`config.mk`:
```
export PLATFORM = sky130hd
export DESIGN_NAME = vector_component_sequencer_flat
export DESIGN_NICKNAME = d
export VERILOG_FILES = /design/src/rtl/vector_component_sequencer_if.sv /design/src/rtl/vector_component_sequencer.sv /design/src/flat_wrapper.sv
export SDC_FILE = /design/constraint.sdc
export NUM_CORES = 1
export LEC_CHECK = 0
export ABC_AREA = 1
export CAP_MARGIN = 0
export CORE_MARGIN = 5
export CORE_UTILIZATION = 42
export DETAILED_ROUTE_END_ITERATION = 10
export GPL_TIMING_DRIVEN = 0
export PLACE_DENSITY = 0.87
export SYNTH_ARGS = -nofsm -noshare
export SYNTH_HDL_FRONTEND = slang
export SYNTH_SLANG_ARGS = --single-unit
```
`constraint.sdc`:
```
create_clock -name i_clk -period 1.4 [get_ports i_clk]
set_input_delay 0.14 -clock i_clk [delete_from_list [all_inputs] [get_ports i_clk]]
set_output_delay 0.14 -clock i_clk [all_outputs]
set_load 0.005 [all_outputs]
```
`src/rtl/vector_component_sequencer_if.sv`:
```
// Handshake bundle for the vector sequencer: vector+mask in, tagged scalar beats out.
interface vector_component_sequencer_if #(
  parameter int FP_W = 32
);
  logic                 i_in_valid;
  logic                 o_in_ready;
  logic [3:0][FP_W-1:0] i_vector;
  logic [3:0]           i_mask;
  logic                 o_out_valid;
  logic                 i_out_ready;
  logic [FP_W-1:0]      o_component;
  logic [1:0]           o_index;
  logic                 o_last;
  logic                 o_drop;

  modport slave (
    input  i_in_valid, i_vector, i_mask, i_out_ready,
    output o_in_ready, o_out_valid, o_component, o_index, o_last, o_drop
  );

  modport master (
    output i_in_valid, i_vector, i_mask, i_out_ready,
    input  o_in_ready, o_out_valid, o_component, o_index, o_last, o_drop
  );
endinterface

```
`src/rtl/vector_component_sequencer.sv`:
```
// Serialises the enabled components of one 4-lane fixed-point vector onto a
// single scalar beat stream, tagged with lane index and a last flag.
module vector_component_sequencer #(
  parameter bit REVERSE_ORDER = 1'b0,
  parameter int FP_W          = 32
) (
  input logic                         i_clk,
  input logic                         i_reset,
  vector_component_sequencer_if.slave bus
);
  typedef enum logic {IDLE, STREAM} state_t;

  state_t               state, state_n;
  logic [3:0][FP_W-1:0] vec_q, vec_n;
  logic [3:0]           rem_q, rem_n;
  logic                 drop_q, drop_n;

  logic [1:0]           cur;
  logic                 one_left;
  logic                 out_valid, last, in_ready, accept, beat;
  logic [FP_W-1:0]      component;
  logic [1:0]           index;

  // Priority pick of the next lane; the loop direction decides which set bit wins.
  always_comb begin
    cur = '0;
    if (REVERSE_ORDER) begin
      for (int i = 0; i < 4; i++) if (rem_q[i]) cur = 2'(i);
    end else begin
      for (int i = 3; i >= 0; i--) if (rem_q[i]) cur = 2'(i);
    end
  end

  assign one_left = (rem_q != 4'b0) && ((rem_q & (rem_q - 4'b1)) == 4'b0);

  // Output process: beat fields are a pure function of the registered state.
  always_comb begin
    out_valid = 1'b0;
    component = '0;
    index     = '0;
    last      = 1'b0;
    if (state == STREAM) begin
      out_valid = 1'b1;
      component = vec_q[cur];
      index     = cur;
      last      = one_left;
    end
  end

  assign in_ready = !i_reset &&
                    ((state == IDLE) || ((state == STREAM) && last && bus.i_out_ready));
  assign accept   = bus.i_in_valid && in_ready;
  assign beat     = out_valid && bus.i_out_ready;

  // Next-state process: a load on the last-beat cycle overrides the beat's IDLE return.
  always_comb begin
    state_n = state;
    vec_n   = vec_q;
    rem_n   = rem_q;
    drop_n  = 1'b0;
    if (beat) begin
      rem_n = rem_q & ~(4'b0001 << cur);
      if (last) state_n = IDLE;
    end
    if (accept) begin
      vec_n   = bus.i_vector;
      rem_n   = bus.i_mask;
      state_n = (bus.i_mask != 4'b0) ? STREAM : IDLE;
      drop_n  = (bus.i_mask == 4'b0);
    end
  end

  always_ff @(posedge i_clk) begin
    if (i_reset) begin
      state  <= IDLE;
      vec_q  <= '0;
      rem_q  <= '0;
      drop_q <= 1'b0;
    end else begin
      state  <= state_n;
      vec_q  <= vec_n;
      rem_q  <= rem_n;
      drop_q <= drop_n;
    end
  end

  assign bus.o_in_ready  = in_ready;
  assign bus.o_out_valid = out_valid;
  assign bus.o_component = component;
  assign bus.o_index     = index;
  assign bus.o_last      = last;
  assign bus.o_drop      = drop_q;
endmodule

```
`src/flat_wrapper.sv`:
```
// flat-port wrapper written by rule: the top's interface ports become plain ports
module vector_component_sequencer_flat 
#(
  parameter bit REVERSE_ORDER = 1'b0,
  parameter int FP_W          = 32
)
  (i_clk, i_reset, bus_i_in_valid, bus_i_vector, bus_i_mask, bus_i_out_ready, bus_o_in_ready, bus_o_out_valid, bus_o_component, bus_o_index, bus_o_last, bus_o_drop);
  vector_component_sequencer_if #(.FP_W(FP_W)) bus_i ();
  input logic i_clk;
  input logic i_reset;
  input wire logic [$bits(bus_i.i_in_valid)-1:0] bus_i_in_valid;
  input wire logic [$bits(bus_i.i_vector)-1:0] bus_i_vector;
  input wire logic [$bits(bus_i.i_mask)-1:0] bus_i_mask;
  input wire logic [$bits(bus_i.i_out_ready)-1:0] bus_i_out_ready;
  output wire logic [$bits(bus_i.o_in_ready)-1:0] bus_o_in_ready;
  output wire logic [$bits(bus_i.o_out_valid)-1:0] bus_o_out_valid;
  output wire logic [$bits(bus_i.o_component)-1:0] bus_o_component;
  output wire logic [$bits(bus_i.o_index)-1:0] bus_o_index;
  output wire logic [$bits(bus_i.o_last)-1:0] bus_o_last;
  output wire logic [$bits(bus_i.o_drop)-1:0] bus_o_drop;
  assign bus_i.i_in_valid = bus_i_in_valid;
  assign bus_i.i_vector = bus_i_vector;
  assign bus_i.i_mask = bus_i_mask;
  assign bus_i.i_out_ready = bus_i_out_ready;
  assign bus_o_in_ready = bus_i.o_in_ready;
  assign bus_o_out_valid = bus_i.o_out_valid;
  assign bus_o_component = bus_i.o_component;
  assign bus_o_index = bus_i.o_index;
  assign bus_o_last = bus_i.o_last;
  assign bus_o_drop = bus_i.o_drop;
  vector_component_sequencer #(.REVERSE_ORDER(REVERSE_ORDER), .FP_W(FP_W)) u_core (.i_clk(i_clk), .i_reset(i_reset), .bus(bus_i));
endmodule
```
# --- After elaboration in Yosys (flattened, before gate mapping) ---
# Index checks and enable logic that the tools add are counted.
op_classes:
  muxes: 16
  addsub: 1
  reduce_logical: 16
  bitwise: 5
  n_lt_le_gt_ge: 1
  shifts: 1
op_table:
  columns: ["cell", "n"]
  rows:
  - ["$bmux 32 s2", 1]
  - ["$mux 32", 2]
  - ["$mux 2", 5]
  - ["$and 4x4->4", 2]
  - ["$logic_not 4->1", 2]
  - ["$mux 4", 2]
  - ["$reduce_bool 4->1", 2]
  - ["$logic_and 1x1->1", 6]
  - ["$mux 1", 6]
  - ["$not 4->4", 1]
  - ["$reduce_bool 2->1", 2]
  - ["$shl 1x2->4 const A", 1]
  - ["$sub 4x1->4 const B", 1]
  - ["$lt 2x3->1 const B", 1]
  - ["$not 1->1", 2]
  - ["$reduce_and 2->1", 1]
  - ["$reduce_or 2->1", 1]
  - ["$logic_not 1->1", 1]
  - ["$logic_or 1x1->1", 1]
totals:
  register_bits: 134
  out_inout_bits: 38
  in_bits: 136
  wordCells: 47

# --- Depth between registers and ports, before layout ---
logic_depth:
  depth_word: 12
  mapped_depth: 12
  mapped_depth_nobuf: 10

# --- Worst setup path before layout ---
# Ideal clock, no wire load.
synth_path:
  kind: "register -> output"
  from: "register u_core.rem_q[2]"
  to: "output port bus_o_component[22]"
  n_path_buf: 1
  path_slack_ns: -0.133
  arrival_time_ns: 1.393
  t_required_ns: 1.260
  stages_incl_launch_ff: 8
  path_cell_list: "dfxtp_1 inv_1 nand2_1 a21oi_1 clkbuf_1 o21a_1 o21ai_0 a31oi_1"
synth_via:
  elab_chain_cells: 6
synth_lines:
  columns: ["element", "line_no", "source"]
  rows:
  - ["start, declared", "vector_component_sequencer.sv:15", "logic [3:0] rem_q, rem_n;"]
  - ["start signal, assigned", "vector_component_sequencer.sv:82", "rem_q <= rem_n;"]
  - ["$mux 2 (3 in a row)", "vector_component_sequencer.sv:30", "for (int i = 3; i >= 0; i--) if (rem_q[i]) cur = 2'(i);"]
  - ["$bmux 32 s2", "vector_component_sequencer.sv:44", "component = vec_q[cur];"]
  - ["$mux 32 (implied by the code)", "vector_component_sequencer.sv:44", null]
  - ["$mux 32", "vector_component_sequencer.sv:42", "if (state == STREAM) begin"]
  - ["end, declared", "flat_wrapper.sv:17", "output wire logic [$bits(bus_i.o_component)-1:0] bus_o_component;"]
# No other way between the ends. The select of a mux whose other input is x is not followed.

# --- Worst setup path in the final report ---
layout_path:
  from: "register u_core.rem_q[1]"
  to: "output port bus_o_component[12]"
layout_via:
  elab_chain_cells: 5
layout_lines:
  columns: ["element", "line_no"]
  rows:
  - ["$mux 2 (2 in a row)", "vector_component_sequencer.sv:30"]
  - ["$bmux 32 s2", "vector_component_sequencer.sv:44"]
  - ["$mux 32 (implied by the code)", "vector_component_sequencer.sv:44"]
  - ["$mux 32", "vector_component_sequencer.sv:42"]
# No other way between the ends. The select of a mux whose other input is x is not followed.

==> results summary <==
The die width is approximately 130 um. Once detailed placement completed, the half-perimeter wirelength came to roughly 14 mm. The run finished, with violations left. The count of input and output buffers is 173. The slew at the pin with the worst max-slew slack is 0.907 ns.

The share of flip-flops with an asynchronous set or reset came out at 0%. The synthesized cell area came out at 0.00565 sq mm. The effective utilization at floorplan is a little over two fifths. The highest attainable clock frequency came out at 0.472 GHz.

In this run the mean area of a mapped cell was between 7 and 8 sq um. In the final routed layout, each cell accounts on average for ~23 um. TritonCTS built the clock tree. The TritonCTS sink count is ~130. The vertical extent of the die came out at between 100 and 150 um. The signal arrival time at the worst endpoint came out at 1.98 ns.

By count the netlist is led by sky130_fd_sc_hd__nand2_1 (337), sky130_fd_sc_hd__dfxtp_1 (134), sky130_fd_sc_hd__nand3_1 (133). The reg-to-reg critical path endpoint is u_core.vec_q[28]$_SDFFE_PP0P_. The via count of the first global-routing pass is about 7400.

The setup-violating endpoint count in the final report is 170. The synthesized netlist cell count came out at 791. The worst-case clock buffer depth came out at 2. After clock tree synthesis, the clock-pin slew on the worst setup and hold paths is 0.06 ns. The number of hold-slack violations in the final timing report came to 0. The worst hold path begins at bus_i_vector[114].

The cell depth of the worst flop-to-flop path came out at 15. At the later pin of the worst-skew pair, clock insertion delay measures ~0.42 ns. The number of H-tree levels came out at 4. For this run, the leading register cell type out of synthesis is sky130_fd_sc_hd__dfxtp_1. Setup repair after global routing could not meet its margin everywhere.

The global route total overflow is 0. Across the routed clock network, the largest skew measured is around 0.009 ns. The number of slew-limit violations in the final report is 0. The routed wire length came out at around 28 mm.

The distinct cell type count of the synthesized netlist came out at 23. Counting every net in the synthesized netlist gives ~900. The initial antenna violation count came out at 0.

The power density over cell area came out at about 1100 mW/mm^2. The startpoint identified for the worst register-to-register timing path is u_core.rem_q[2]$_SDFFE_PP0P_. Across all register-to-register paths, the minimum setup slack is -0.67 ns. The final worst slack came out at -0.719 ns.

The instance count after placement with tap cells included is around 1100. The filler cells instantiated in the layout total ~700. The number of warnings printed during yosys synthesis came out at 0. The part of the Yosys area used for sequential elements is 47.5%. The first-pass GRT wire length is approximately 40 mm. Routability-driven placement finished with a final weighted congestion of around 0.84. The worst hold path was traced through 3 stages. Cells fill 82.9% of the core in the end. The number of nets at the end of the flow came out at 1188. The cell sitting at the root of the clock tree is a sky130_fd_sc_hd__clkbuf_16. The final reports fail on negative setup slack. The area of the core region is about 0.013 sq mm. The total die area came out at 0.0159 sq mm. The path with the worst hold slack has its endpoint at u_core.vec_q[114]$_SDFFE_PP0P_. The worst setup path is of the flip-flop to primary output kind. The share of post-route cells with drive strength above 1 came out at roughly 42%. STA classifies the critical path endpoint as a primary output.

After synthesis, the cell types taking the most area are sky130_fd_sc_hd__dfxtp_1 (47%), sky130_fd_sc_hd__nand2_1 (22%), sky130_fd_sc_hd__nand3_1 (12%). The number of synthesized register bits is about 130. After layout, the worst path uses 151% of the clock period. The launching element type of the critical path is a flip-flop. The post-route DRC violation count is 0.

~170 I/O pins were placed. The largest voltage drop on the vdd net is 0.00113 V. The non-filler instance count after layout is ~1200. The required time reported for the critical path endpoint came out at about 1.3 ns.

The maximum number of pins on one net before global-route repair is 17. The area share of the leading cell type in the synthesized netlist is a little under half. The count of max-cap constraint violations is 0. The violation count after the first detailed-routing iteration is between 800 and 900. The synthesized design spends more area on one cell type than any other, namely sky130_fd_sc_hd__dfxtp_1. The layout overhead on the synthesized area is 93.5%. The first-pass iteration count of the detailed router came out at 6.

The final route contains ~7300 vias. After layout, the minimum clock period comes to around 2.1 ns. In this run the worst path has a maximum fanout of 10. The number of buffers added by the clock tree synthesis step is 17. The max-slew headroom at the worst pin came out at around two fifths. Yosys mapped a number of flops with a built-in enable equal to 0. By instance count, the leading cell after synthesis is sky130_fd_sc_hd__nand2_1. The number of standard-cell rows in the floorplan is 42. The per-cell via count in the routed design came out at ~6. The path class of the tightest hold or removal check is input port to flip-flop. The number of antenna diodes in the final layout is 0. The leakage power came out at about 0.0046 uW. The global router's overall resource usage came out at between 30% and 40%. The detail route stage leaves a number of antenna-violating nets equal to 0.
==> repair_timing <==
item,4_1_cts,5_1_grt
endpoints found under the setup margin,170,170
pin swaps,87,90
gates resized for setup,518,147
setup buffers,39,9
cloned,30,3
hold buffers,0,0
==> kinds of logic (layout without fill, tap and decap cells) <==
group | after synthesis | count (layout) | share of synthesized area [%]
buffers and inverters | 70 | 344 | 5.78
flip-flops | 134 | 134 | 47.5
AO/OA/AOI/OAI | 104 | 104 | 11.4
AND/OR/NAND/NOR | 483 | 483 | 35.3
==> stage by stage <==
stage / worst slack [ns] / total power (uW) / TNS [ns] / hold slack, ns / area [sq um]
finish: -0.719 / 12500 / -93.89 / 0.256 / 10900
CTS: -0.681 / 12000 / -84.73 / 0.256 / 10500
detailed placement: -0.983 / 6000 / -110.82 / 0.453 / 7660
floorplan: -0.000777 / 5110 / -0.0621 / 0.202 / 5710
global route: -0.790 / 12800 / -104.08 / 0.272 / 10900
global placement: -0.958 / 5960 / -109.81 / 0.447 / 7660
==> flip-flops by register name, indices dropped and copies added, names as in the netlist <==
name               flops
u_core.bus.o_drop      1
u_core.vec_q         128
u_core.rem_q           4
u_core.state           1
==> power breakdown <==
group	internal (uW)	leakage (uW)	total, uW	switching, uW
clock network	3410	0.000331	5250	1840
registers	4100	0.00111	4350	251
logic	1480	0.00321	2860	1380
total	8990	0.00465	12500	3470
==> critical path: stages (launching register included) <==
cell                        delay [ns]
sky130_fd_sc_hd__dfxtp_4          0.38
sky130_fd_sc_hd__inv_2            0.07
sky130_fd_sc_hd__a21oi_4          0.18
sky130_fd_sc_hd__buf_12           0.17
sky130_fd_sc_hd__clkbuf_16        0.17
sky130_fd_sc_hd__o21a_1           0.15
sky130_fd_sc_hd__o21ai_2          0.06
sky130_fd_sc_hd__a31oi_1          0.20
sky130_fd_sc_hd__buf_2            0.16
==> cell type report <==
type,count,area [sq um],area share [%]
repair buffers,248,2810,25.7
well taps,176,220,2.01
inverters,10,52.6,0.481
clock inverters,14,249,2.28
clock buffers,18,439,4.02
multi-input cells,587,3780,34.5
plain buffers,54,687,6.28
flip-flops and latches,134,2700,24.7
==> routing by layer <==
metal,GRT usage [%],up-vias,wire (um)
li1,-,3151,-
met1,37.4,3442,10500
met2,54.6,576,13600
met3,8.17,137,2690
met4,16.0,0,1390
met5,0,-,0
==> layout by cell type (no fill, tap or decap), drive strengths merged <==
cell	n
clkbuf	52
clkinv	7
or4	1
nand3	134
nand4	1
clkinvlp	1
nor2	8
o21a	32
o211ai	1
buf	130
dlygate4sd2	1
and2	1
a21oi	5
bufinv	6
o21ai	34
a31oi	32
clkdlybuf4s15	1
inv	10
clkdlybuf4s50	136
nand2	338
dfxtp	134
==> worst max-delay path by stage <==
stage	from	to	depth (start not counted)	slack [ns]
3_3_place_gp	u_core.rem_q[1]$_SDFFE_PP0P_	bus_o_component[14]	7	-0.96
4_1_cts	u_core.rem_q[2]$_SDFFE_PP0P_	bus_o_component[24]	9	-0.68
2_1_floorplan	u_core.rem_q[1]$_SDFFE_PP0P_	u_core.vec_q[0]$_SDFFE_PP0P_	11	-0.0008
6_report	u_core.rem_q[1]$_SDFFE_PP0P_	bus_o_component[12]	8	-0.72
5_1_grt	u_core.rem_q[2]$_SDFFE_PP0P_	bus_o_component[31]	10	-0.79
3_5_place_dp	u_core.rem_q[1]$_SDFFE_PP0P_	bus_o_component[16]	7	-0.98
No activity file was read; power rests on OpenSTA's default activity.
==> RTL change, RTL diff (same flow settings) <==
`FP_W` is set to 32 in 3 places; all go to 40.
--- a/src/rtl/vector_component_sequencer_if.sv
+++ b/src/rtl/vector_component_sequencer_if.sv
@@ -2,3 +2,3 @@
 interface vector_component_sequencer_if #(
-  parameter int FP_W = 32
+  parameter int FP_W = 40
 );
--- a/src/rtl/vector_component_sequencer.sv
+++ b/src/rtl/vector_component_sequencer.sv
@@ -4,3 +4,3 @@
   parameter bit REVERSE_ORDER = 1'b0,
-  parameter int FP_W          = 32
+  parameter int FP_W          = 40
 ) (
--- a/src/flat_wrapper.sv
+++ b/src/flat_wrapper.sv
@@ -4,3 +4,3 @@
   parameter bit REVERSE_ORDER = 1'b0,
-  parameter int FP_W          = 32
+  parameter int FP_W          = 40
 )
Ports: changed (resized bus_i_vector and bus_o_component); port bits go from 174 to 214. No check against the original RTL was run, so the function may have changed too.
==> RTL change against the unedited design <==
  * Via count increased by 25%
  * Area after synthesis increased by 23%
  * Setup slack got worse by 0.077 ns
  * Count of clock-buffer cells in the layout increased by 6
  * Fmax decreased by 3.5%
  * Highest routed layer unchanged
  * Final cell count increased by 24%
  * The run still ends with negative setup slack left
  * Total power increased by 9.8%
  * Routed wire length increased by 27%
  * Design area increased by 20%
  * First-iteration DRC count increased by 15%
  * Critical path depth increased by 1
  * Sequential cell count increased by 32
==> RTL change: results (changes against the unedited design) <==
synth_cell_types: 20  # -13%
grt_pass1_vias: 8704  # +17%
final-clk-cell-share_pct: 4.31  # -2.0 points
ys_top_cells_by_count: "418 x nand2_1, 166 x dfxtp_1, 165 x nand3_1"
dp_hpwl_mm: 17.9  # +28%
clkbuf_count: 24  # +6
cts.sinks: 166  # +24%
reg2reg_setup_slack_ns: -0.76  # -0.09 ns
hold_start: "bus_i_vector[136]"
worstRegToRegCells: 14  # -1
drtIter0Drc: 1017  # +15%
critPathCapture: "bus_o_component[35]"
reg2reg_to: "u_core.vec_q[86]$_SDFFE_PP0P_"
syn_area_per_cell_um2: 7.14  # about the same
buffers: 383  # +27%
power_frac_seq_pct: 39.2  # +4.3 points
reg_top3: "u_core.vec_q: 160 flops, u_core.rem_q: 4 flops"
regArea_um2: 3340  # +24%
finalSetupTns_ns: -130.71  # -36.82 ns
clock_latency_ns: 0.45  # +0.03 ns
grt_pass1_wl_mm: 48.1  # +20%
wire_per_inst_um: 23.4  # +2.7%
finalSetupViolCount: 210  # +24%
failed_checks: "negative setup slack"
slew-limit-headroom_pct: 39.7  # +0.21 points
dpl_cell_area_um2: 9440  # +23%
synthTopCellsByArea: "dfxtp_1 48%, nand2_1 22%, nand3_1 12%"
seq_area_frac_synth_pct: 47.6  # +0.16 points
portBuffers: 213  # +23%
fill_cells: 932  # +33%
sh_seq_area_pct: 25.5  # +0.82 points
place_ws_ns: -1.24  # -0.256 ns
holdWs_ns: 0.233  # -0.0235 ns
syn-num-nets: 1145  # +24%
critPathLaunch: "u_core.rem_q[2]$_SDFFE_PP0P_"
instances_no_fill: 1534  # +24%
path_max_fanout: 5  # -5
gp_congestion: 0.867  # +3.7%
crit_arrival_ns: 2.06  # +0.08 ns
outcome: "finished, violations left"
final_layout_size_suffix_gt1_share_pct: 34.0  # -8.4 points
switching_power_mw: 4.07  # +17%
pg_comb_mw: 3.65  # +28%
worst_slack_ns: -0.796  # -0.0770 ns
multi_input_cells: 723  # +23%
p_leak_nw: 5.72  # +23%
p_comb_share_pct: 26.7  # +3.7 points
grt_usage_pct: 31.7  # -0.35 points
==> RTL change: cell types whose count changed after synthesis, moves of 3 or more <==
cell      delta
dfxtp_1     +32
buf_1       +10
o21a_1       +8
a31oi_1      +8
o21ai_0      +8
nand3_1     +32
clkbuf_1     -7
buf_4        -3
buf_2       +19
nand2_1     +81
==> RTL change: timing repair <==
| item | CTS | global route |
|---|---|---|
| cloned | 37 | 10 |
| buffers inserted | 42 | 17 |
| hold buffers | 0 | 0 |
| pin swaps | 58 | 76 |
| endpoints found under the setup margin | 211 | 211 |
| endpoints found under the hold margin | 0 | 0 |
| resized for setup | 538 | 180 |
==> RTL change: per-layer routing <==
metal / global-route usage (%) / vias to the layer above / part of all wire [%]
met5: 0 / - / 0
met4: 15.1 / 0 / 6.3
met3: 7.28 / 227 / 10
met2: 53.0 / 725 / 47
met1: 38.7 / 4270 / 37
li1: - / 3895 / -
